**src/rtl/spi_pkg.sv**
```systemverilog
// Shared SPI definitions for the J1a SPI master and slave: mode constants,
// word-size and FSM state enums, and the byte-swap used for LSB-byte-first words.
package spi_pkg;

  localparam logic CPOL = 1'b1;
  localparam logic CPHA = 1'b1;

  typedef enum logic {
    WS8  = 1'b0,
    WS16 = 1'b1
  } wordSize_e;

  typedef enum logic {
    IDLE   = 1'b0,
    ACTIVE = 1'b1
  } spiState_e;

  function automatic logic [15:0] byteSwap(input logic [15:0] w);
    return {w[7:0], w[15:8]};
  endfunction

endpackage

```
**src/rtl/spi_sync_edge.sv**
```systemverilog
// Multi-flop synchroniser with one history flop; rise/fall are the XOR of the
// synchronised level and its history, qualified by direction.
module spi_sync_edge #(
  parameter int   STAGES    = 2,
  parameter logic RESET_VAL = 1'b1
) (
  input  logic clk,
  input  logic rst,
  input  logic d_i,
  output logic q_o,
  output logic rise_o,
  output logic fall_o
);

  logic [STAGES-1:0] syncChain_q;
  logic              history_q;

  always_ff @(posedge clk or posedge rst) begin
    if (rst) begin
      syncChain_q <= {STAGES{RESET_VAL}};
      history_q   <= RESET_VAL;
    end else begin
      syncChain_q <= {syncChain_q[STAGES-2:0], d_i};
      history_q   <= syncChain_q[STAGES-1];
    end
  end

  assign q_o    = syncChain_q[STAGES-1];
  assign rise_o = q_o & ~history_q;
  assign fall_o = ~q_o & history_q;

endmodule

```
**src/rtl/spislave_le.sv**
```systemverilog
// SPI mode-3 slave for the J1a I/O space: 8/16-bit words, MSB-first bytes, low byte first.
// Define SPISLAVE_STATUS_EN to add the sticky overrun/underrun status port.
module spislave_le
  import spi_pkg::*;
#(
  parameter int         SYNC_STAGES = 2,
  parameter logic [7:0] IDLE_TX     = 8'h00
) (
  input  logic        clk,
  input  logic        rst,
  input  logic        we,
  input  logic        both,
  input  logic [15:0] tx,
  input  logic        rd,
  output logic [15:0] rx,
  output logic        rx_ready,
  output logic        tx_empty,
  output logic        selected,
`ifdef SPISLAVE_STATUS_EN
  output logic [1:0]  status,
`endif
  input  logic        SCK,
  input  logic        SS_N,
  input  logic        MOSI,
  output logic        MISO,
  output logic        MISO_OE
);

  logic sckLevel, sckRise, sckFall;
  logic ssLevel, ssRise, ssFall;
  logic mosiSync, mosiRise, mosiFall;
  logic unusedSync;

  spi_sync_edge #(.STAGES(SYNC_STAGES), .RESET_VAL(CPOL)) uSckSync (
    .clk(clk), .rst(rst), .d_i(SCK), .q_o(sckLevel), .rise_o(sckRise), .fall_o(sckFall)
  );

  spi_sync_edge #(.STAGES(SYNC_STAGES), .RESET_VAL(1'b1)) uSsSync (
    .clk(clk), .rst(rst), .d_i(SS_N), .q_o(ssLevel), .rise_o(ssRise), .fall_o(ssFall)
  );

  spi_sync_edge #(.STAGES(SYNC_STAGES), .RESET_VAL(1'b1)) uMosiSync (
    .clk(clk), .rst(rst), .d_i(MOSI), .q_o(mosiSync), .rise_o(mosiRise), .fall_o(mosiFall)
  );

  assign unusedSync = ^{sckLevel, mosiRise, mosiFall};

  spiState_e   state_q, state_d;
  wordSize_e   wordSize_q, wordSize_d;
  logic [3:0]  bitCnt_q, bitCnt_d;
  logic [15:0] rxShift_q, rxShift_d;
  logic [15:0] txShift_q, txShift_d;
  logic        miso_q, miso_d;
  logic [15:0] rx_q, rx_d;
  logic        rxReady_q, rxReady_d;
  logic [15:0] holdData_q, holdData_d;
  logic        holdBoth_q, holdBoth_d;
  logic        txEmpty_q, txEmpty_d;

  logic        txLoad, wordDone;
  logic [15:0] loadWord, rxWord;
  wordSize_e   loadSize;
  logic [3:0]  lastBit;

`ifdef SPISLAVE_STATUS_EN
  logic [1:0]  status_q, status_d;
`endif

  // The TX shifter always holds the next bit for the coming SCK fall in its MSB;
  // the SS_N fall additionally pre-drives that bit so it is valid before the first fall.
  always_comb begin
    state_d    = state_q;
    wordSize_d = wordSize_q;
    bitCnt_d   = bitCnt_q;
    rxShift_d  = rxShift_q;
    txShift_d  = txShift_q;
    miso_d     = miso_q;
    rx_d       = rx_q;
    rxReady_d  = rxReady_q & ~rd;
    holdData_d = holdData_q;
    holdBoth_d = holdBoth_q;
    txEmpty_d  = txEmpty_q;
    txLoad     = 1'b0;
    wordDone   = 1'b0;
    loadWord   = txEmpty_q ? {IDLE_TX, IDLE_TX} : byteSwap(holdData_q);
    loadSize   = (!txEmpty_q && holdBoth_q) ? WS16 : WS8;
    rxWord     = {rxShift_q[14:0], mosiSync};
    lastBit    = (wordSize_q == WS16) ? 4'd15 : 4'd7;

    case (state_q)
      IDLE: begin
        if (ssFall) begin
          state_d  = ACTIVE;
          bitCnt_d = 4'd0;
          txLoad   = 1'b1;
          miso_d   = loadWord[15];
        end
      end
      ACTIVE: begin
        if (ssRise) begin
          state_d  = IDLE;
          bitCnt_d = 4'd0;
          miso_d   = 1'b1;
        end else begin
          if (sckFall) begin
            miso_d    = txShift_q[15];
            txShift_d = {txShift_q[14:0], 1'b0};
          end
          if (sckRise) begin
            rxShift_d = rxWord;
            bitCnt_d  = bitCnt_q + 4'd1;
            if (bitCnt_q == lastBit) begin
              wordDone = 1'b1;
            end
          end
        end
      end
      default: state_d = IDLE;
    endcase

    if (wordDone) begin
      rx_d      = (wordSize_q == WS16) ? byteSwap(rxWord) : {8'h00, rxWord[7:0]};
      rxReady_d = 1'b1;
      bitCnt_d  = 4'd0;
      txLoad    = 1'b1;
    end

    if (txLoad) begin
      txShift_d  = loadWord;
      wordSize_d = loadSize;
      txEmpty_d  = 1'b1;
    end

    // A write in the same cycle as a load lands after the load has taken the old value.
    if (we) begin
      holdData_d = tx;
      holdBoth_d = both;
      txEmpty_d  = 1'b0;
    end

`ifdef SPISLAVE_STATUS_EN
    status_d = rd ? 2'b00 : status_q;
    if (wordDone && rxReady_q) status_d[0] = 1'b1;
    if (txLoad && txEmpty_q)   status_d[1] = 1'b1;
`endif
  end

  always_ff @(posedge clk or posedge rst) begin
    if (rst) begin
      state_q    <= IDLE;
      wordSize_q <= WS8;
      bitCnt_q   <= 4'd0;
      rxShift_q  <= 16'h0000;
      txShift_q  <= 16'h0000;
      miso_q     <= 1'b1;
      rx_q       <= 16'h0000;
      rxReady_q  <= 1'b0;
      holdData_q <= 16'h0000;
      holdBoth_q <= 1'b0;
      txEmpty_q  <= 1'b1;
    end else begin
      state_q    <= state_d;
      wordSize_q <= wordSize_d;
      bitCnt_q   <= bitCnt_d;
      rxShift_q  <= rxShift_d;
      txShift_q  <= txShift_d;
      miso_q     <= miso_d;
      rx_q       <= rx_d;
      rxReady_q  <= rxReady_d;
      holdData_q <= holdData_d;
      holdBoth_q <= holdBoth_d;
      txEmpty_q  <= txEmpty_d;
    end
  end

`ifdef SPISLAVE_STATUS_EN
  always_ff @(posedge clk or posedge rst) begin
    if (rst) begin
      status_q <= 2'b00;
    end else begin
      status_q <= status_d;
    end
  end

  assign status = status_q;
`endif

  assign rx       = rx_q;
  assign rx_ready = rxReady_q;
  assign tx_empty = txEmpty_q;
  assign selected = ~ssLevel;
  assign MISO     = miso_q;
  assign MISO_OE  = ~ssLevel;

endmodule

```
**config.mk**
```make
export PLATFORM = sky130hd
export DESIGN_NAME = spislave_le
export DESIGN_NICKNAME = d
export VERILOG_FILES = /design/src/rtl/spi_pkg.sv /design/src/rtl/spi_sync_edge.sv /design/src/rtl/spislave_le.sv
export SDC_FILE = /design/constraint.sdc
export NUM_CORES = 1
export LEC_CHECK = 0
export CORE_MARGIN = 1
export CORE_UTILIZATION = 55
export DETAILED_ROUTE_END_ITERATION = 10
export PLACE_DENSITY = 0.85
export SLEW_MARGIN = 20
export SYNTH_ARGS = -nofsm -noshare
export SYNTH_HDL_FRONTEND = slang
export SYNTH_SLANG_ARGS = --single-unit
```
**constraint.sdc**
```tcl
create_clock -name clk -period 3.3 [get_ports clk]
set_input_delay 0.33 -clock clk [delete_from_list [all_inputs] [get_ports clk]]
set_output_delay 0.33 -clock clk [all_outputs]
set_load 0.02 [all_outputs]
```
== Word-level counts from Yosys, hierarchy flattened ==
Index checks and enable logic that the tools add are counted.
W data, S select, Z words.
Storage, ports and cells
  bits in registers: 81
  output and inout bits: 21
Operators by class
  reductions and logical operators: 9
  bitwise logic cells: 12
  $add $sub $neg: 1
  multiplexer cells: 29
  equality and inequality tests: 6
Operators by type and width (number)
  $mux W16: 6
  $mux W4: 5
  $mux W1: 15
  $pmux W4 S2: 1
  $not A1 Y1: 7
  $ne A3 B3 Y1 const B: 2
  $reduce_and A3 Y1: 2
  $reduce_bool A2 Y1: 3
  $and A1 B1 Y1: 5
  $add A4 B1 Y4 const B: 1
  $eq A4 B4 Y1: 1
  $ne A4 B3 Y1 const B: 1
  $pmux W1 S2: 2
  $reduce_and A2 Y1: 2
  $ne A2 B1 Y1 const B: 1
  $ne A2 B2 Y1 const B: 1
  $logic_and A1 B1 Y1: 1
  $logic_not A1 Y1: 1

== Depth between registers and ports, before layout ==
  depth in word-level cells: 9
  gate-level depth with buffers: 7
  depth with buffers taken out: 4

== Hierarchy ==
From an unflattened synthesis, not the netlist that was laid out.
Unflattened totals
  cell total of the unflattened synthesis: 281
  area, all modules: 3515.9 um^2
By module, submodules not included
  spislave_le: cells each 263, area each 3223.1 um^2, instances 1
  spi_sync_edge: cells each 6, area each 97.6 um^2, instances 3

== Worst setup path after synthesis ==
No wires, ideal clock.
  path type: reg2reg
  start point: register uSckSync.syncChain_q[1]
  end point: register txShift_q[5]
  cell stages (with the launch flop): 6
  library setup time: 0.094 ns
  path slack: 1.655 ns
  buffers on the path: 1
  required time: 3.206 ns
  arrival time: 1.551 ns
  cells stage by stage: dfstp_2 > and2b_1 > nand3_2 > o211a_4 > buf_8 > a221oi_2
Between the ends
  cells in the longest elaborated chain, start to end: 7
  elaborated cells between the ends (all ways): 12
RTL lines
  start, declared: RTL line spi_sync_edge.sv:15  | logic [STAGES-1:0] syncChain_q;
  start signal, assigned: RTL line spi_sync_edge.sv:20  | syncChain_q <= {STAGES{RESET_VAL}};
  start signal, assigned: RTL line spi_sync_edge.sv:23  | syncChain_q <= {syncChain_q[STAGES-2:0], d_i};
  $and A1 B1 Y1: RTL line spi_sync_edge.sv:29  | assign rise_o = q_o & ~history_q;
  $mux W1: RTL line spislave_le.sv:109  | if (sckRise) begin
  $mux W1: RTL line spislave_le.sv:100  | if (ssRise) begin
  $mux W1: RTL line spislave_le.sv:90  | case (state_q)
  $mux W1: RTL line spislave_le.sv:121  | if (wordDone) begin
  $ne A2 B1 Y1 (no source line) or $reduce_bool A2 Y1 (tied branches)
  $reduce_and A3 Y1 (no source line)
  end signal, assigned: RTL line spislave_le.sv:166  | txShift_q <= txShift_d;
  end, declared: RTL line spislave_le.sv:52  | logic [15:0] txShift_q, txShift_d;
Several ways; a longest one is shown, not always the timed one.
A chain may end at the register's enable or synchronous reset.

== Worst setup path in the final report ==
  start point: register wordSize_q
  end point: register wordSize_q
Between the ends
  cells in the longest elaborated chain, start to end: 7
RTL lines
  start, declared: RTL line spislave_le.sv:49  | wordSize_e wordSize_q, wordSize_d;
  start signal, assigned: RTL line spislave_le.sv:163  | wordSize_q <= wordSize_d;
  $mux W4: RTL line spislave_le.sv:88  | lastBit = (wordSize_q == WS16) ? 4'd15 : 4'd7;
  $eq A4 B4 Y1: RTL line spislave_le.sv:112  | if (bitCnt_q == lastBit) begin
  $mux W1: RTL line spislave_le.sv:112
  $mux W1: RTL line spislave_le.sv:109
  $mux W1: RTL line spislave_le.sv:100
  $mux W1: RTL line spislave_le.sv:90
  $mux W1: RTL line spislave_le.sv:121
No other way between the ends.

==> flow_summary.toml <==
[setup_path]
critPathArrivalTime_ps = 2460
crit_chain = "xnor2_1, nand3_1, o21ai_4, mux2_2"
cp-startpoint = "wordSize_q$_DFFE_PP0P_"
setup.worst_path.end_class = "flip-flop"
cp_max_fo = 18
crit_type = "reg -> reg"
cpPeakStageDelay_ps = 790
cpMaxStageDelayCell = "dfrtp_1"
worstPathRequired_ps = 3540
r2r_start = "wordSize_q$_DFFE_PP0P_"
critPathLaunchType = "flip-flop"

[yosys]
synthAdderAreaFrac_pct = 0.6406
syn_avg_cell_area_um2 = 12.25
netlist_instances = 287
synth_top_family_by_area = "multiplexers"
ys_ff_latch = 81
yosysWarnings = 0
synth_cell_types = 33
synth_area_mm2 = 0.003516
yosysSeqAreaShare_pct = 58.01
synth_xor_area_share_pct = 0.2491
synth_mux_area_share_pct = 13.42
synth-simple-area-share_pct = 9.146
syn-num-nets = 312
synth-compound-area-share_pct = 12.81

[detailed_routing]
drt-pass1-iter-count = 5
viasPerCell = 5.571
drt_iter0_drc = 204
routedWlPerCell_um = 15.13
drt_wl_total_um = 6143
remaining_drc_errors = 0
vias = 2262
postRouteAntennaNets = 0

[grt]
gr-usage-met1_pct = 31.17
grtUsageMet2_pct = 30.08
gr-max-usage-layer = "met1"
overflow = 0
grt_pass1_vias = 2220
antenna_found_initial = 0
grt.total_usage_pct = 21.09
grt.met3_usage_pct = 3.667
grt_max_degree = 82
grt_pass1_wl_um = 10540

[sta]
fmax_mhz = 449.3
final_max_slew_viol_count = 0
setup_viol = 0
grt_setup_unrepaired = "no"
fin_crit_sh_pct = 67.45
tns_ps = 0
max-slew-margin-rel_pct = 47.49
final_hold_viol_count = 0
min_period_ps = 2226
finalClockSkew_ps = 10.72
worstMarginPinSlew_ps = 785.1

[finish]
most-common-layout-cells = "dfrtp_1, clkdlybuf4s50_1, o21ai_0"
finalNetCount = 352
multiInputGateArea_mm2 = 0.001275
drive_above_1_share_pct = 22.66
diodes = 0
layout_commonest_cell = "dfrtp_1"
area_growth_pct = 18.26
num-fill-cells = 429
fin_util_pct = 69.00
regArea_mm2 = 0.002039

[placement]
io_buffer_count = 44
gp_congestion = 0.7679
hpwl_um = 4044

[hold_path]
hold_path_class = "reg -> reg"
worstHoldStart = "uSsSync.syncChain_q[0]$_DFF_PP1_"

[clock_network]
clk_pin_slew_ps = 70
cts_sinks = 81
clock_latency_ps = 350
post_cts_buffers = 0
cts_resized = 0
cts_hold_buffers = 0
cts_buffers = 9
root_buffer = "clkbuf_8"
clock_tree.buffer_depth = 2
cts_tree = "yes"
h-tree-depth = 3

[die]
die_w_um = 81.96
die_h_um = 81.96
start_util_pct = 58.35
num_io_pins = 45
num_rows = 28
dieArea_mm2 = 0.006717
core_area_mm2 = 0.006026

[run_status]
status = "finished clean"

[power]
peakVddDrop_v = 0.0003267
totalPowerFinal_mw = 2.298
powerDensity_mw_per_mm2 = 552.7
leakagePower_nw = 1.832

[flow_run]
maxCapViolCount = 0
synth_stat cells (all sizes together):
cell / count / area share (%)
o211a: 1 / 0.50
a31oi: 1 / 0.18
nor2b: 3 / 0.53
buf: 9 / 2.5
or3b: 1 / 0.25
nand3: 11 / 1.7
nand2b: 19 / 3.4
o21ai: 39 / 5.9
inv: 21 / 2.2
nand2: 9 / 0.96
dfrtp: 71 / 51
xnor2: 1 / 0.25
dfstp: 10 / 7.5
mux2i: 10 / 2.8
and2b: 1 / 0.21
o21ba: 1 / 0.28
nor2: 15 / 1.6
a221oi: 15 / 5.5
mux2: 33 / 11
nor3: 1 / 0.14
a22oi: 1 / 0.21
or2: 1 / 0.18
maj3: 1 / 0.28
o2111ai: 1 / 0.25
clkbuf: 9 / 0.96
and2: 1 / 0.18
ha: 1 / 0.36
layer usage:
| layer | wire length (um) | vias to the layer above |
|---|---|---|
| li1 | - | 1065 |
| met1 | 3064 | 1137 |
| met2 | 2771 | 54 |
| met3 | 244 | 6 |
| met4 | 63 | 0 |
| met5 | 0 | - |
path summary, 6_finish.rpt:
kind                                                    end  slack, ps  cells after the start
setup / recovery                     wordSize_q$_DFFE_PP0P_       1070                      4
hold / removal             uSsSync.syncChain_q[1]$_DFF_PP1_        360                      0
setup reg to reg                     wordSize_q$_DFFE_PP0P_       1070                      4
hold reg to reg            uSsSync.syncChain_q[1]$_DFF_PP1_        360                      0
max in group asynchronous                  MISO$_DFFE_PP1P_       2540                      3
min in group asynchronous        holdData_q[11]$_DFFE_PP0P_        370                      3
report_power, final:
part           internal (mW)  switching, mW  total (mW)
clock network          0.385          0.336       0.720
logic                  0.190          0.147       0.337
registers               1.13          0.114        1.24
total                   1.70          0.597        2.30
critical path, delay by kind of cell (launching register included):
family / cells / cell delay (ps)
AOI/OAI and AO/OA: 1 / 560
xor gates and xnor gates: 1 / 190
DFF: 1 / 790
muxes: 1 / 400
and+or+nand+nor: 1 / 170
per-stage QoR:
stage	std cells	area, um2	hold WS [ps]	setup WS (ps)
floorplan	287	3516	334.5	906.5
detailed placement	391	3963	347.3	1076
global route	406	4158	359.9	904.0
global placement	391	3963	345.9	1138
finish	406	4158	357.5	1074
CTS	406	4158	358.0	1068
layout make-up:
type | count | share of cell area (%)
clock inverters | 3 | 0.9630
clock buffers | 12 | 3.732
multi-input cells | 167 | 30.66
well taps | 75 | 2.257
inverters | 21 | 1.896
repair buffers | 47 | 11.44
flip-flops and latches | 81 | 49.05
logic make-up after synthesis:
kind of cell             count (synthesis)
flip-flops                              81
AND/OR/NAND/NOR                         62
AO/OA/AOI/OAI                           59
multiplexers                            43
buffers and inverters                   39
adder cells (fa/ha/maj)                  2
XOR/XNOR                                 1
state kept, by name, summed over array words and instances, names as in the netlist:
| signal | count |
|---|---|
| holdData_q | 16 |
| rx | 16 |
| txShift_q | 16 |
| rxShift_q | 15 |
| bitCnt_q | 4 |
| uMosiSync.syncChain_q | 2 |
| uSckSync.syncChain_q | 2 |
| uSsSync.syncChain_q | 2 |
| MISO | 1 |
| holdBoth_q | 1 |
| rx_ready | 1 |
| state_q | 1 |
| tx_empty | 1 |
| uSckSync.history_q | 1 |
| uSsSync.history_q | 1 |
| wordSize_q | 1 |
(Power assumes the default switching activity.)
